$ cat config.mk
export PLATFORM = sky130hd
export DESIGN_NAME = vedic_mac_acc
export DESIGN_NICKNAME = d
export VERILOG_FILES = /design/src/rtl/vedic_mac_acc.sv
export SDC_FILE = /design/constraint.sdc
export NUM_CORES = 1
export LEC_CHECK = 0
export ABC_AREA = 1
export ABC_CLOCK_PERIOD_IN_PS = 4400
export CORE_AREA = 2 2 92 50
export CTS_CLUSTER_DIAMETER = 100
export DETAILED_ROUTE_END_ITERATION = 7
export DIE_AREA = 0 0 94 52
export PLACE_DENSITY = 0.91
export SLEW_MARGIN = 0
export SYNTH_ARGS = -nofsm -noshare
export SYNTH_HDL_FRONTEND = slang
export SYNTH_SLANG_ARGS = --single-unit
$ cat constraint.sdc
create_clock -name clk -period 4.4 [get_ports clk]
set_input_delay 0.66 -clock clk [delete_from_list [all_inputs] [get_ports clk]]
set_output_delay 0.66 -clock clk [all_outputs]
set_load 0.01 [all_outputs]
$ cat src/rtl/vedic_mac_acc.sv
// vedic_mac_acc: batches unsigned 12-bit products from a 6x6 Vedic
// multiplier into ACC_W-bit sums of COUNT_N products, or fewer when flushed.
// Results use a valid/ready handshake, and no new product is accepted
// while a result is waiting.
// Optional build macro VEDIC_MAC_SAT_EN: when it is defined, the accumulator
// saturates at 2^ACC_W-1. By default it wraps. In both builds ovf is sticky.
module vedic_mac_acc #(
    parameter int ACC_W   = 20,
    parameter int COUNT_N = 8
) (
    input  logic             clk,
    input  logic             rst,
    input  logic [11:0]      prod,
    input  logic             in_valid,
    output logic             in_ready,
    input  logic             flush,
    output logic [ACC_W-1:0] sum,
    output logic [7:0]       sum_cnt,
    output logic             ovf,
    output logic             out_valid,
    input  logic             out_ready
);

    typedef enum logic {
        ACCUM = 1'b0,
        DONE  = 1'b1
    } state_t;

    state_t           state;
    state_t           state_next;
    logic [ACC_W-1:0] acc;
    logic [7:0]       cnt;
    logic             ovf_acc;
    logic             xfer;
    logic             release_out;
    logic [ACC_W:0]   add_full;

    // Add with one extra bit so the carry out of bit ACC_W-1 stays visible.
    function automatic logic [ACC_W:0] add_ext(input logic [ACC_W-1:0] a,
                                               input logic [11:0]      p);
        return {1'b0, a} + {{(ACC_W - 11){1'b0}}, p};
    endfunction

    // Fold the widened sum back to ACC_W bits: clamp or wrap.
    function automatic logic [ACC_W-1:0] limit(input logic [ACC_W:0] s);
`ifdef VEDIC_MAC_SAT_EN
        return s[ACC_W] ? {ACC_W{1'b1}} : s[ACC_W-1:0];
`else
        return s[ACC_W-1:0];
`endif
    endfunction

    assign add_full  = add_ext(acc, prod);
    assign sum       = acc;
    assign sum_cnt   = cnt;
    assign ovf       = ovf_acc;

    // State register; reset always returns to accumulating.
    always_ff @(posedge clk or posedge rst) begin
        if (rst) begin
            state <= ACCUM;
        end else begin
            state <= state_next;
        end
    end

    // Next state and handshake outputs. A flush closes a batch only if the
    // batch holds something, counting a product accepted on the same edge.
    always_comb begin
        state_next  = state;
        in_ready    = 1'b0;
        out_valid   = 1'b0;
        xfer        = 1'b0;
        release_out = 1'b0;
        case (state)
            ACCUM: begin
                in_ready = 1'b1;
                xfer     = in_valid;
                if ((xfer && (cnt == 8'(COUNT_N - 1))) ||
                    (flush && ((cnt != 8'd0) || xfer))) begin
                    state_next = DONE;
                end
            end
            DONE: begin
                out_valid = 1'b1;
                if (out_ready) begin
                    release_out = 1'b1;
                    state_next  = ACCUM;
                end
            end
            default: state_next = ACCUM;
        endcase
    end

    // Accumulator, product count and sticky overflow. These values are held
    // through DONE because no transfer can happen there. They clear when
    // the result is handed off.
    always_ff @(posedge clk or posedge rst) begin
        if (rst) begin
            acc     <= '0;
            cnt     <= '0;
            ovf_acc <= 1'b0;
        end else if (release_out) begin
            acc     <= '0;
            cnt     <= '0;
            ovf_acc <= 1'b0;
        end else if (xfer) begin
            acc     <= limit(add_full);
            cnt     <= cnt + 8'd1;
            ovf_acc <= ovf_acc | add_full[ACC_W];
        end
    end

endmodule

==> results of run 1 <==
==> final cells by class <==
| cell class | count | area, sq um | area share |
|---|---|---|---|
| tap | 57 | 71.3 | 0.0262 |
| clock inverter | 1 | 5.00 | 0.00184 |
| clock buffer | 7 | 86.3 | 0.0317 |
| multi-input combinational | 221 | 1160 | 0.425 |
| sequential | 30 | 751 | 0.276 |
| inverter | 46 | 173 | 0.0635 |
| timing repair buffer | 48 | 478 | 0.176 |
==> where the power goes <==
part	switching, mW	internal (mW)
registers	0.0831	0.344
clock network	0.116	0.126
logic	0.416	0.313
==> cells in the mapped netlist, drive strengths merged <==
library cell	number
a32o	1
o31ai	3
buf	3
a22o	2
nor2	26
nand2	108
a21oi	11
nand4	6
o21ai	20
dfrtp	30
nand3b	2
nand3	18
inv	46
nor3	5
nor4	1
o22ai	2
fa	1
and2	1
ha	14
==> per-layer routing <==
metal,vias to the layer above,part of all wire,track usage
li1,1070,-,-
met3,5,0.10,0.0855
met1,965,0.48,0.336
met5,-,0,0
met2,115,0.41,0.358
met4,0,0.0073,0.0507
==> worst max-delay path, stage by stage <==
cell and delay (ns):
sky130_fd_sc_hd__clkdlybuf4s50_1 0.40, sky130_fd_sc_hd__ha_1 0.25, sky130_fd_sc_hd__fa_1 0.39, sky130_fd_sc_hd__nand2_1 0.07, sky130_fd_sc_hd__inv_1 0.05, sky130_fd_sc_hd__nand2_1 0.06, sky130_fd_sc_hd__nand2_2 0.09, sky130_fd_sc_hd__nand2_1 0.08
sky130_fd_sc_hd__nand2_1 0.08, sky130_fd_sc_hd__nand2_1 0.09, sky130_fd_sc_hd__nand3b_1 0.08, sky130_fd_sc_hd__nand3_1 0.08, sky130_fd_sc_hd__nand2_1 0.06
==> kinds of logic after synthesis <==
| kind of cell | Yosys count |
|---|---|
| AND/OR/NAND/NOR | 167 |
| adder cells (fa/ha/maj) | 15 |
| AO/OA/AOI/OAI | 39 |
| buffers and inverters | 49 |
| flip-flops | 30 |
==> flip-flops by register name, indices dropped and copies added, names as in the netlist <==
register and count:
sum 20, state 1, sum_cnt 8, ovf 1
==> through the flow <==
| step | cells | area [sq um] | util | hold WS [ns] |
|---|---|---|---|---|
| finish | 410 | 2720 | 0.656 | 0.497 |
| global route | 410 | 2720 | 0.656 | 0.520 |
| CTS | 410 | 2720 | 0.656 | 0.500 |
| detailed placement | 402 | 2630 | 0.634 | 0.484 |
| global placement | 402 | 2630 | 0.634 | 0.492 |
| floorplan | 300 | 2100 | - | 0.525 |
==> worst max path at each step <==
| stage | cells past startpoint | to | from | slack [ns] |
|---|---|---|---|---|
| 6_report | 13 | sum[10] | prod[0] | 2.13 |
| 2_1_floorplan | 12 | sum[16] | prod[0] | 2.42 |
| 3_5_place_dp | 13 | sum[10] | prod[0] | 1.85 |
| 4_1_cts | 13 | sum[10] | prod[0] | 2.16 |
| 3_3_place_gp | 13 | sum[16] | prod[0] | 1.91 |
| 5_1_grt | 13 | sum[10] | prod[0] | 2.00 |
==> results.md, run 1 <==
- The I/O pin count is 48.
- Post-CTS timing repair inserted 0 buffers for setup.
- In the final timing run, aggregate negative setup slack is 0 ns.
- The synthesized netlist contains 27 unique library cells.
- The startpoint of the worst-slack reg-to-reg timing path is sum[0].
- The synthesized area per cell is 7.00 sq um.
- The type of the most critical hold path is reg -> reg.
- In the layout the commonest cells are 102 x sky130_fd_sc_hd__nand2_1, 47 x sky130_fd_sc_hd__clkdlybuf4s50_1, 39 x sky130_fd_sc_hd__inv_1.
- The post-detailed-placement half-perimeter wirelength is 3840 microns.
- Along the worst path, the maximum fanout reaches 5.
- Leaving out fill and tap cells, the most frequent cell in the layout is sky130_fd_sc_hd__nand2_1.
- The part of the Yosys area used for sequential elements is 0.357.
- Counting every sink on the clock net gives 30.
- The worst setup path is captured at a flop.
- The worst-case hold path end point is ovf.
- The die is 52 microns tall.
- The routed wirelength normalized by instance count is 12.7 microns.
- In this run the most critical hold path is launched from ovf.
- The layout cell share with drive strength beyond 1 is 0.0822.
- Hold repair after CTS inserted 0 buffers.
- The main combinational cell family by area after synthesis is simple AND/OR/NAND/NOR gates.
- The overall routing resource usage is 0.240.
- The pin count of the biggest net entering global routing is 31.
- The worst path required time is 4.59 ns.
- The detailed router finished its first iteration with 118 violations.
- The flow ran to the end, and the final reports show no timing, DRC or antenna violations.
- The clock root buffer is sky130_fd_sc_hd__clkbuf_8.
- The cell type contributing the most total cell area after synthesis is sky130_fd_sc_hd__dfrtp_1.
- The hold-critical path depth is 2.
- Counting every net in the synthesized netlist gives 332.
- The worst slew margin relative to its limit is 0.652.
- The time the worst path needs with I/O delays and setup is 2.27 ns.
- For the pin with the worst max-slew slack, the measured transition is 0.521 ns.
- The number of buffers added by the clock tree synthesis step is 5.
- The final layout contains 384 nets.
- The number of cells on the worst reg-to-reg path is 12.
- For this block, the via count after detailed routing is 2155.
- The width of the die is 94 microns.
- The clock network latency to the later pin of the worst-skew pair is 0.29 ns.
- The timing-limited maximum frequency is 441 MHz.
- The remaining global-route overflow is 0.
- The maximum buffer depth of the clock tree is 2.
- The cell area after technology mapping is 2100 sq um.
- The die area is 4890 sq um.
- For this run, design rule violations remaining after detail routing come to 0.
- At the placement stage, the worst setup path has a slack of 1.85 ns.
- The fraction of synthesized cell area in xor and xnor cells is 0.
- In this run the core area contains 17 standard-cell rows.
- In this run the standard cell core region covers 4150 sq um.
- The repair_antennas step left the layout with diodes totalling 0.
- Across the run, the number of max-cap violations was 0.
- Setup repair after global routing left no endpoint under its margin.
- The cell area power density is 514 nW/um^2.
- The initial antenna violation count came to 0.
- The clock tree synthesis step divided the H-tree into 2 levels.
- The critical path start-end classification is in -> reg.
- The clock tree from TritonCTS is done.
- Buffers placed on the I/O ports in this run total 47.
- The synthesized netlist cell count is 300.
- The design draws 1.40 mW.
- For this run, the detailed router's first-pass iteration total came to 5.
- For this configuration, the core starts out at a cell density of 0.506.
- Once routing completed, OpenROAD measured the worst setup slack at 2.13 ns.
- Once the clock tree was built, the resizer swapped 0 gates to a different size.
- Fill cells in the final layout number 365.
- The total wire length after detailed routing is 5200 microns.
- The area fraction in compound gates after synthesis was 0.104.
- In the post-synthesis netlist, the biggest area contributors are sky130_fd_sc_hd__dfrtp_1 36%, sky130_fd_sc_hd__nand2_1 18%, sky130_fd_sc_hd__ha_1 8.3%, sky130_fd_sc_hd__inv_1 7.0%, sky130_fd_sc_hd__nor2_1 3.8%.
- In this run the register-to-register setup slack is 2.52 ns.
- The detail route stage leaves a number of antenna-violating nets equal to 0.
- The simple-gate share of the synthesized area is 0.354.
- The clock-pin slew of the registers on the worst-case setup and hold paths is 0.07 ns.
- After synthesis, the share of cell area in mux cells is 0.
- In the finished design, the share of the clock period the worst path needs comes to 0.515.
- The first global-routing pass estimated 8820 microns of wire.
- The synthesis warning total is 0.
- The type of origin of the critical path is an input pin.
- The via count of the first global-routing pass is 1972.
- The arrival time of the worst setup path is 2.45 ns.
- In this run the critical register-to-register path is captured at sum[10].
- The total count of hold-check failures in the final report came to 0.
- The worst supply voltage drop on vdd is 0.000268 V.
- The adder and majority cell fraction of the synthesized area is 0.0929.
- The worst clock skew is 0.00278 ns.
- The fraction of post-synthesis cell area in the top cell type by area is 0.357.
- Routability-driven placement finished with a final weighted congestion of 0.889.
- Dividing the detail-routed via count by the number of cells gives 5.26.
- The number of pins exceeding their max-slew limit in the final report was 0.
- For this design the static power due to leakage is 1.40 nW.
- The number of endpoints failing setup at the final stage is 0.
- The count of state elements after synthesis is 30.
- Compared with the post-synthesis result, the final layout area differs by 29.5%.
(Power assumes the default switching activity.)
==> run 2, diff against run 1 <==
- ABC_CLOCK_PERIOD_IN_PS: 4400 -> 2400
- CORE_AREA: 2 2 92 50 -> 2 2 95 51
- DIE_AREA: 0 0 94 52 -> 0 0 97 53
- PLACE_DENSITY: 0.91 -> 0.87
- clock period: 4.4 -> 2.4 ns (I/O delays scaled with it)
==> results.md, run 2 (synthesis results as in run 1) <==
- The number of iterations in the first detailed-routing pass is 5 (unchanged).
- The count of clock tree sinks is 30 (unchanged).
- The detailed router's first-iteration violation count is 137 (+16%).
- The critical register-to-register path endpoint is sum[14].
- The number of buffers added by the clock tree synthesis step was 5 (unchanged).
- The worst supply voltage drop on vdd is 0.000470 V (+76%).
- The initial antenna violation count is 0 (unchanged).
- The number of resized instances in the post-cts repair step is 0 (unchanged).
- The total count of hold-check failures in the final report came to 0 (unchanged).
- The leakage component of the power is 1.41 nW (+1.1%).
- The max-cap check violation count is 0 (unchanged).
- The min-delay analysis places its worst path in the category in -> async.
- The number of pins exceeding their max-slew limit in the final report came to 0 (unchanged).
- The routability-driven placement congestion ratio came to 0.884 (-0.53%).
- The worst clock skew is 0.0115 ns (+0.00873 ns).
- The worst slack on hold paths is 0.439 ns (-0.0583 ns).
- The logic depth of the worst register-to-register path is 12 (unchanged).
- The pin count of the biggest net entering global routing is 31 (unchanged).
- Setup repair after global routing left no endpoint under its margin.
- The sum of negative setup slack is 0 ns (unchanged).
- The routed wirelength normalized by instance count is 12.7 microns (about the same).
- The clock network latency to the later pin of the worst-skew pair is 0.30 ns (about the same).
- The clock-pin slew of the registers on the worst-case setup and hold paths is 0.08 ns (about the same).
- By startpoint and endpoint, the worst setup path is classified as in -> reg.
- The number of endpoints failing setup at the final stage is 0 (unchanged).
- Tracing the worst setup path back leads to its startpoint at prod[0].
- The clock root buffer is sky130_fd_sc_hd__clkbuf_8.
- The die area is 5140 sq um (+5.2%).
- The level count of the clock H-tree is 2 (unchanged).
- The cell area power density is 957 nW/um^2 (+86%).
- The starting density of the core is 0.491 (-0.0151).
- The I/O pin count came to 48 (unchanged).
- The time the worst path needs with I/O delays and setup is 1.95 ns.
- The core region area is 4280 sq um (+3.1%).
- The worst slew margin relative to its limit is 0.734 (+0.0815).
- The number of placement rows is 17 (unchanged).
- The vertical extent of the die is 53 microns (+1.9%).
- The worst path required time is 2.58 ns (-2.01 ns).
- The count of input and output buffers was 47 (unchanged).
- The post-detailed-placement half-perimeter wirelength came to 3900 microns (+1.6%).
- The layout cell share with drive strength beyond 1 is 0.0876 (+0.00542).
- The via count of the first global-routing pass is 1870 (-5.2%).
- The period utilization is 0.813.
- The arrival time of the worst setup path is 2.14 ns (-0.31 ns).
- The critical path capture point type is a flop.
- The maximum buffer depth of the clock tree is 2 (unchanged).
- The final layout net count came to 385 (+0.26%).
- The flip-flop count of the largest register, all copies and words added came to 20 (unchanged).
- The remaining global-route overflow came to 0 (unchanged).
- The timing-limited maximum frequency is 512 MHz.
- The flow ran to the end, and the final reports show no timing, DRC or antenna violations.
- The most common cell after layout, fill and taps aside is sky130_fd_sc_hd__nand2_1.
- The largest fanout on the critical path was 7 (+2).
- The worst setup path is launched from an input pin.
- The overall via count from detail_route is 2106 (-2.3%).
- The number of hold buffers added after CTS is 0 (unchanged).
- The startpoint of the worst-slack reg-to-reg timing path is sum[0].
- The via count normalized by instance count is 5.12 (-2.5%).
- TritonCTS built the clock tree.
- The final antenna-violating net count is 0 (unchanged).
- The slew at the pin closest to its max-slew limit is 0.400 ns (-0.121 ns).
- The number of inserted diodes is 0 (unchanged).
- The capture point of the critical path is sum[14].
- The total wire length after detailed routing is 5210 microns (+0.15%).
- The global-route wire length before repair came to 8750 microns (-0.78%).
- The number of buffers inserted by post-CTS setup repair is 0 (unchanged).
- The width of the die is 97 microns (+3.2%).
- The final routed DRC violation total came to 0 (unchanged).
- The overall routing resource usage is 0.216 (-0.0234).
- The layout overhead on the synthesized area is 30.7%.
- In the layout the commonest cells are 102 x sky130_fd_sc_hd__nand2_1, 47 x sky130_fd_sc_hd__clkdlybuf4s50_1, 39 x sky130_fd_sc_hd__inv_1.
- The minimum setup slack among reg-to-reg paths was 0.54 ns (-1.98 ns).
[run 2: cell types whose count changed in the layout (fill, tap and decap cells not counted)]
cell,change
sky130_fd_sc_hd__clkbuf_1,-1
sky130_fd_sc_hd__clkbuf_8,-1
sky130_fd_sc_hd__bufinv_16,+1
sky130_fd_sc_hd__buf_4,+1
sky130_fd_sc_hd__clkinv_2,+1
[run 2: worst max-delay path, cell delays in order]
cell,delay [ns]
sky130_fd_sc_hd__clkdlybuf4s50_1,0.41
sky130_fd_sc_hd__ha_1,0.24
sky130_fd_sc_hd__fa_1,0.39
sky130_fd_sc_hd__nand2_1,0.07
sky130_fd_sc_hd__inv_1,0.05
sky130_fd_sc_hd__nand2_1,0.07
sky130_fd_sc_hd__nand2_2,0.10
sky130_fd_sc_hd__nand2_2,0.10
sky130_fd_sc_hd__nand3_4,0.10
sky130_fd_sc_hd__nand2_2,0.10
sky130_fd_sc_hd__nand2_1,0.05
sky130_fd_sc_hd__nand2_1,0.05
sky130_fd_sc_hd__nor2_1,0.04
[run 2: worst min path at each step]
stage / slack [ns] / startpoint / to / cells past startpoint
final: 0.44 / rst / sum[6] / 3
after global routing: 0.51 / rst / sum[6] / 3
after CTS: 0.45 / rst / sum[6] / 3
after detailed placement: 0.49 / sum[15] / sum[15] / 1
after global placement: 0.49 / sum[15] / sum[15] / 1
after floorplan: 0.45 / rst / ovf / 1
[run 2: where the power goes]
| part | leakage [nW] | switching (mW) | internal [mW] | total, mW |
|---|---|---|---|---|
| Combinational | 0.955 | 0.752 | 0.580 | 1.33 |
| Clock | 0.0579 | 0.211 | 0.305 | 0.516 |
| Sequential | 0.400 | 0.149 | 0.631 | 0.780 |
| Total | 1.41 | 1.11 | 1.52 | 2.63 |
[run 2: layout make-up]
cell class	instances	area (sq um)
fill	371	1530
multi-input combinational	221	1160
sequential	30	751
timing repair buffer	49	485
inverter	46	173
tap	57	71.3
clock buffer	5	68.8
clock inverter	3	40.0
[run 2: routing by layer]
metal | track usage | vias up | part of all wire
li1 | - | 1069 | -
met1 | 0.307 | 949 | 0.51
met2 | 0.324 | 83 | 0.40
met3 | 0.0634 | 5 | 0.087
met4 | 0.0563 | 0 | 0.0073
met5 | 0 | - | 0
[run 2: metrics by stage]
| stage | utilization | setup slack [ns] | instance area [sq um] | cells | power (mW) |
|---|---|---|---|---|---|
| after floorplan | - | 0.661 | 2100 | 300 | 1.61 |
| after global placement | 0.617 | 0.212 | 2640 | 403 | 2.07 |
| after CTS | 0.642 | 0.465 | 2750 | 411 | 2.63 |
| after global routing | 0.642 | 0.302 | 2750 | 411 | 2.84 |
| final | 0.642 | 0.448 | 2750 | 411 | 2.63 |
| after detailed placement | 0.617 | 0.159 | 2640 | 403 | 2.11 |
==> run 3, diff against run 2 <==
- ABC_CLOCK_PERIOD_IN_PS: 2400 -> 1800
- clock period: 2.4 -> 1.8 ns (I/O delays scaled with it)
==> results.md, run 3 (synthesis results as in run 1) <==
- The run finished with clean final reports.
- The pin count of the biggest net entering global routing was 31 (unchanged).
- The cell area power density is 1290 nW/um^2 (+34%).
- The initial antenna violation count came to 0 (unchanged).
- The width of the die was 97 microns (unchanged).
- The number of iterations in the first detailed-routing pass is 4 (-1).
- The vertical extent of the die is 53 microns (unchanged).
- The number of placement rows is 17 (unchanged).
- The library cell used most frequently in the layout, excluding fill and tap cells, is sky130_fd_sc_hd__nand2_1.
- The clock network latency to the later pin of the worst-skew pair came to 0.29 ns (about the same).
- The global-route wire length before repair is 9520 microns (+8.8%).
- The final total power is 3.86 mW (+47%).
- The placed instance count came to 421 (+4.5%).
- The post-layout worst setup margin came to 0.0476 ns (-0.401 ns).
- The routed wirelength normalized by instance count is 13.6 microns (+7.3%).
- The signal on the critical path passes through ha_4 > fa_2 > nand2_1 > inv_1 > nand2_1 > nand2_2 > nand2_2 > nand3_4 > nand3_2 > nand2_1 > inv_1 > nor2_2.
- The die area was 5140 sq um (unchanged).
- The timing-limited maximum frequency is 571 MHz.
- The met1 layer wirelength in the final routing was 2770 microns (+4.8%).
- The number of fill cells is 344 (-7.3%).
- The maximum buffer depth of the clock tree is 2 (unchanged).
- The detailed router's first-iteration violation count came to 119 (-13%).
- The longest individual stage delay on the worst path was 0.41 ns (about the same).
- The length of routed met3 wiring came to 504 microns (+11%).
- Setup repair after global routing could not meet its margin everywhere.
- The final antenna-violating net count is 0 (unchanged).
- The final layout net count is 404 (+4.9%).
- The level count of the clock H-tree is 2 (unchanged).
- The logic depth of the worst register-to-register path is 12 (unchanged).
- The max-cap check violation count is 0 (unchanged).
- The highest signal layer in the routed design is met4.
- The largest individual stage delay along the critical path comes from the cell sky130_fd_sc_hd__dfrtp_1.
- The setup slack at placement is -0.346 ns (-0.504 ns).
- The remaining global-route overflow came to 0 (unchanged).
- The total count of hold-check failures in the final report is 0 (unchanged).
- The tree is rooted in a sky130_fd_sc_hd__clkbuf_8.
- The worst supply voltage drop on vdd came to 0.000740 V (+57%).
- The post-detailed-placement half-perimeter wirelength was 4200 microns (+7.5%).
- The final routed DRC violation total is 0 (unchanged).
- The worst register-to-register path begins at sum[0].
- The core region area is 4280 sq um (unchanged).
- The number of inserted diodes was 0 (unchanged).
- The clock tree from TritonCTS is done.
- The routability-driven placement congestion ratio is 0.865 (-2.2%).
- The worst setup path is launched from a flop.
- The minimum setup slack among reg-to-reg paths is 0.05 ns (-0.49 ns).
- The cell with the most instances on the worst path is sky130_fd_sc_hd__nand2_1.
- The count of buffering cells on the critical path with inverters included is 2 (unchanged).
- The worst path required time is 1.99 ns (-0.59 ns).
- The number of pins exceeding their max-slew limit in the final report was 0 (unchanged).
- The overall routing resource usage was 0.236 (+0.0200).
- The leakage component of the power is 1.51 nW (+6.8%).
- The number of endpoints failing setup at the final stage is 0 (unchanged).
- The sum of negative setup slack is 0 ns (unchanged).
- The final non-filler cell total is 430 (+4.6%).
- The overall via count from detail_route was 2249 (+6.8%).
- The slew at the pin closest to its max-slew limit is 0.403 ns (+0.00295 ns).
- The cell family contributing the most delay on the critical path is simple AND/OR/NAND/NOR gates.
- The clock-pin slew of the registers on the worst-case setup and hold paths came to 0.07 ns (about the same).
- The number of hold buffers added after CTS is 0 (unchanged).
- The final instance area is 3000 sq um (+9.2%).
- The largest fanout on the critical path is 7 (unchanged).
- The count of input and output buffers was 47 (unchanged).
- The total wire length after detailed routing was 5850 microns (+12%).
- The via count of the first global-routing pass is 2067 (+11%).
- The layout overhead on the synthesized area is 42.7%.
- The count of clock tree sinks came to 30 (unchanged).
- The critical path start-end classification is reg -> reg.
- In the finished design, the share of the clock period the worst path needs comes to 0.974.
- For the finished layout, the period the worst path requires is 1.75 ns.
- The layout cell share with drive strength beyond 1 is 0.174 (+0.0867).
- The number of buffers added by the clock tree synthesis step is 5 (unchanged).
- The total met2 wirelength after detailed routing is 2510 microns (+21%).
- The worst clock skew was 0.00549 ns (-0.00602 ns).
- The via count normalized by instance count came to 5.23 (+2.1%).
- The starting density of the core was 0.491 (unchanged).
- The worst slew margin relative to its limit is 0.732 (-0.00196).
- The I/O pin count is 48 (unchanged).
- The tightest min-delay check is of the in -> async type.
- The placed standard-cell area is 2770 sq um (+5.1%).
- In the layout the commonest cells are 98 x sky130_fd_sc_hd__nand2_1, 46 x sky130_fd_sc_hd__clkdlybuf4s50_1, 39 x sky130_fd_sc_hd__inv_1.
- The worst setup path is captured at a flop.
- The critical register-to-register path endpoint is sum[16].
- The flip-flop count of the largest register, all copies and words added is 20 (unchanged).
- The arrival time of the worst setup path is 1.94 ns (-0.20 ns).
-- run 3: cell count changes in the layout (fill, tap and decap cells not counted), sizes merged --
cell,previous run,this run
clkinv,2,1
dlymetal6s2s,0,1
bufinv,1,0
clkbuf,5,7
buf,2,21
clkdlybuf4s50,47,46
-- run 3: power breakdown --
part           total, mW  switching, mW  internal (mW)
logic               2.19           1.11           1.08
clock network      0.586          0.278          0.308
registers           1.08          0.242          0.841
-- run 3: cell type report --
| cell class | instances | area (sq um) | share of cell area |
|---|---|---|---|
| multi-input cells | 221 | 1280 | 0.427 |
| repair buffers | 68 | 631 | 0.210 |
| well taps | 57 | 71.3 | 0.0238 |
| clock inverters | 1 | 5.00 | 0.00167 |
| flip-flops and latches | 30 | 751 | 0.250 |
| clock buffers | 7 | 86.3 | 0.0288 |
| inverters | 46 | 173 | 0.0576 |
-- run 3: what timing repair did --
item,CTS,global route
resized for setup,2,17
endpoints found under the hold margin,0,0
pin swaps,0,2
setup endpoints to repair,5,11
buffers inserted,1,0
-- run 3: worst max-delay path by stage --
stage                  from  endpoint  slack (ns)  cells after the start
floorplan            sum[0]   sum[16]        0.06                     12
global placement    prod[0]   sum[16]       -0.27                     13
detailed placement  prod[0]   sum[10]       -0.35                     13
CTS                 prod[0]   sum[10]        0.05                     13
global route         sum[0]   sum[16]       -0.04                     12
finish               sum[0]   sum[16]        0.05                     12
-- run 3: routing by layer --
metal | track usage | vias to the layer above
met3 | 0.0674 | 10
met4 | 0.0540 | 0
met1 | 0.319 | 1033
met2 | 0.382 | 99
li1 | - | 1107
met5 | 0 | -
-- run 3: metrics by stage --
| stage | utilization | hold slack [ns] |
|---|---|---|
| 4_1_cts | 0.673 | 0.370 |
| 3_3_place_gp | 0.648 | 0.493 |
| 6_report | 0.701 | 0.361 |
| 5_1_grt | 0.701 | 0.398 |
| 3_5_place_dp | 0.648 | 0.498 |
| 2_1_floorplan | - | 0.361 |
-- run 3: worst min-delay path: stages --
cell,delay (ns)
sky130_fd_sc_hd__clkdlybuf4s50_1,0.40
sky130_fd_sc_hd__inv_1,0.05
sky130_fd_sc_hd__buf_4,0.36
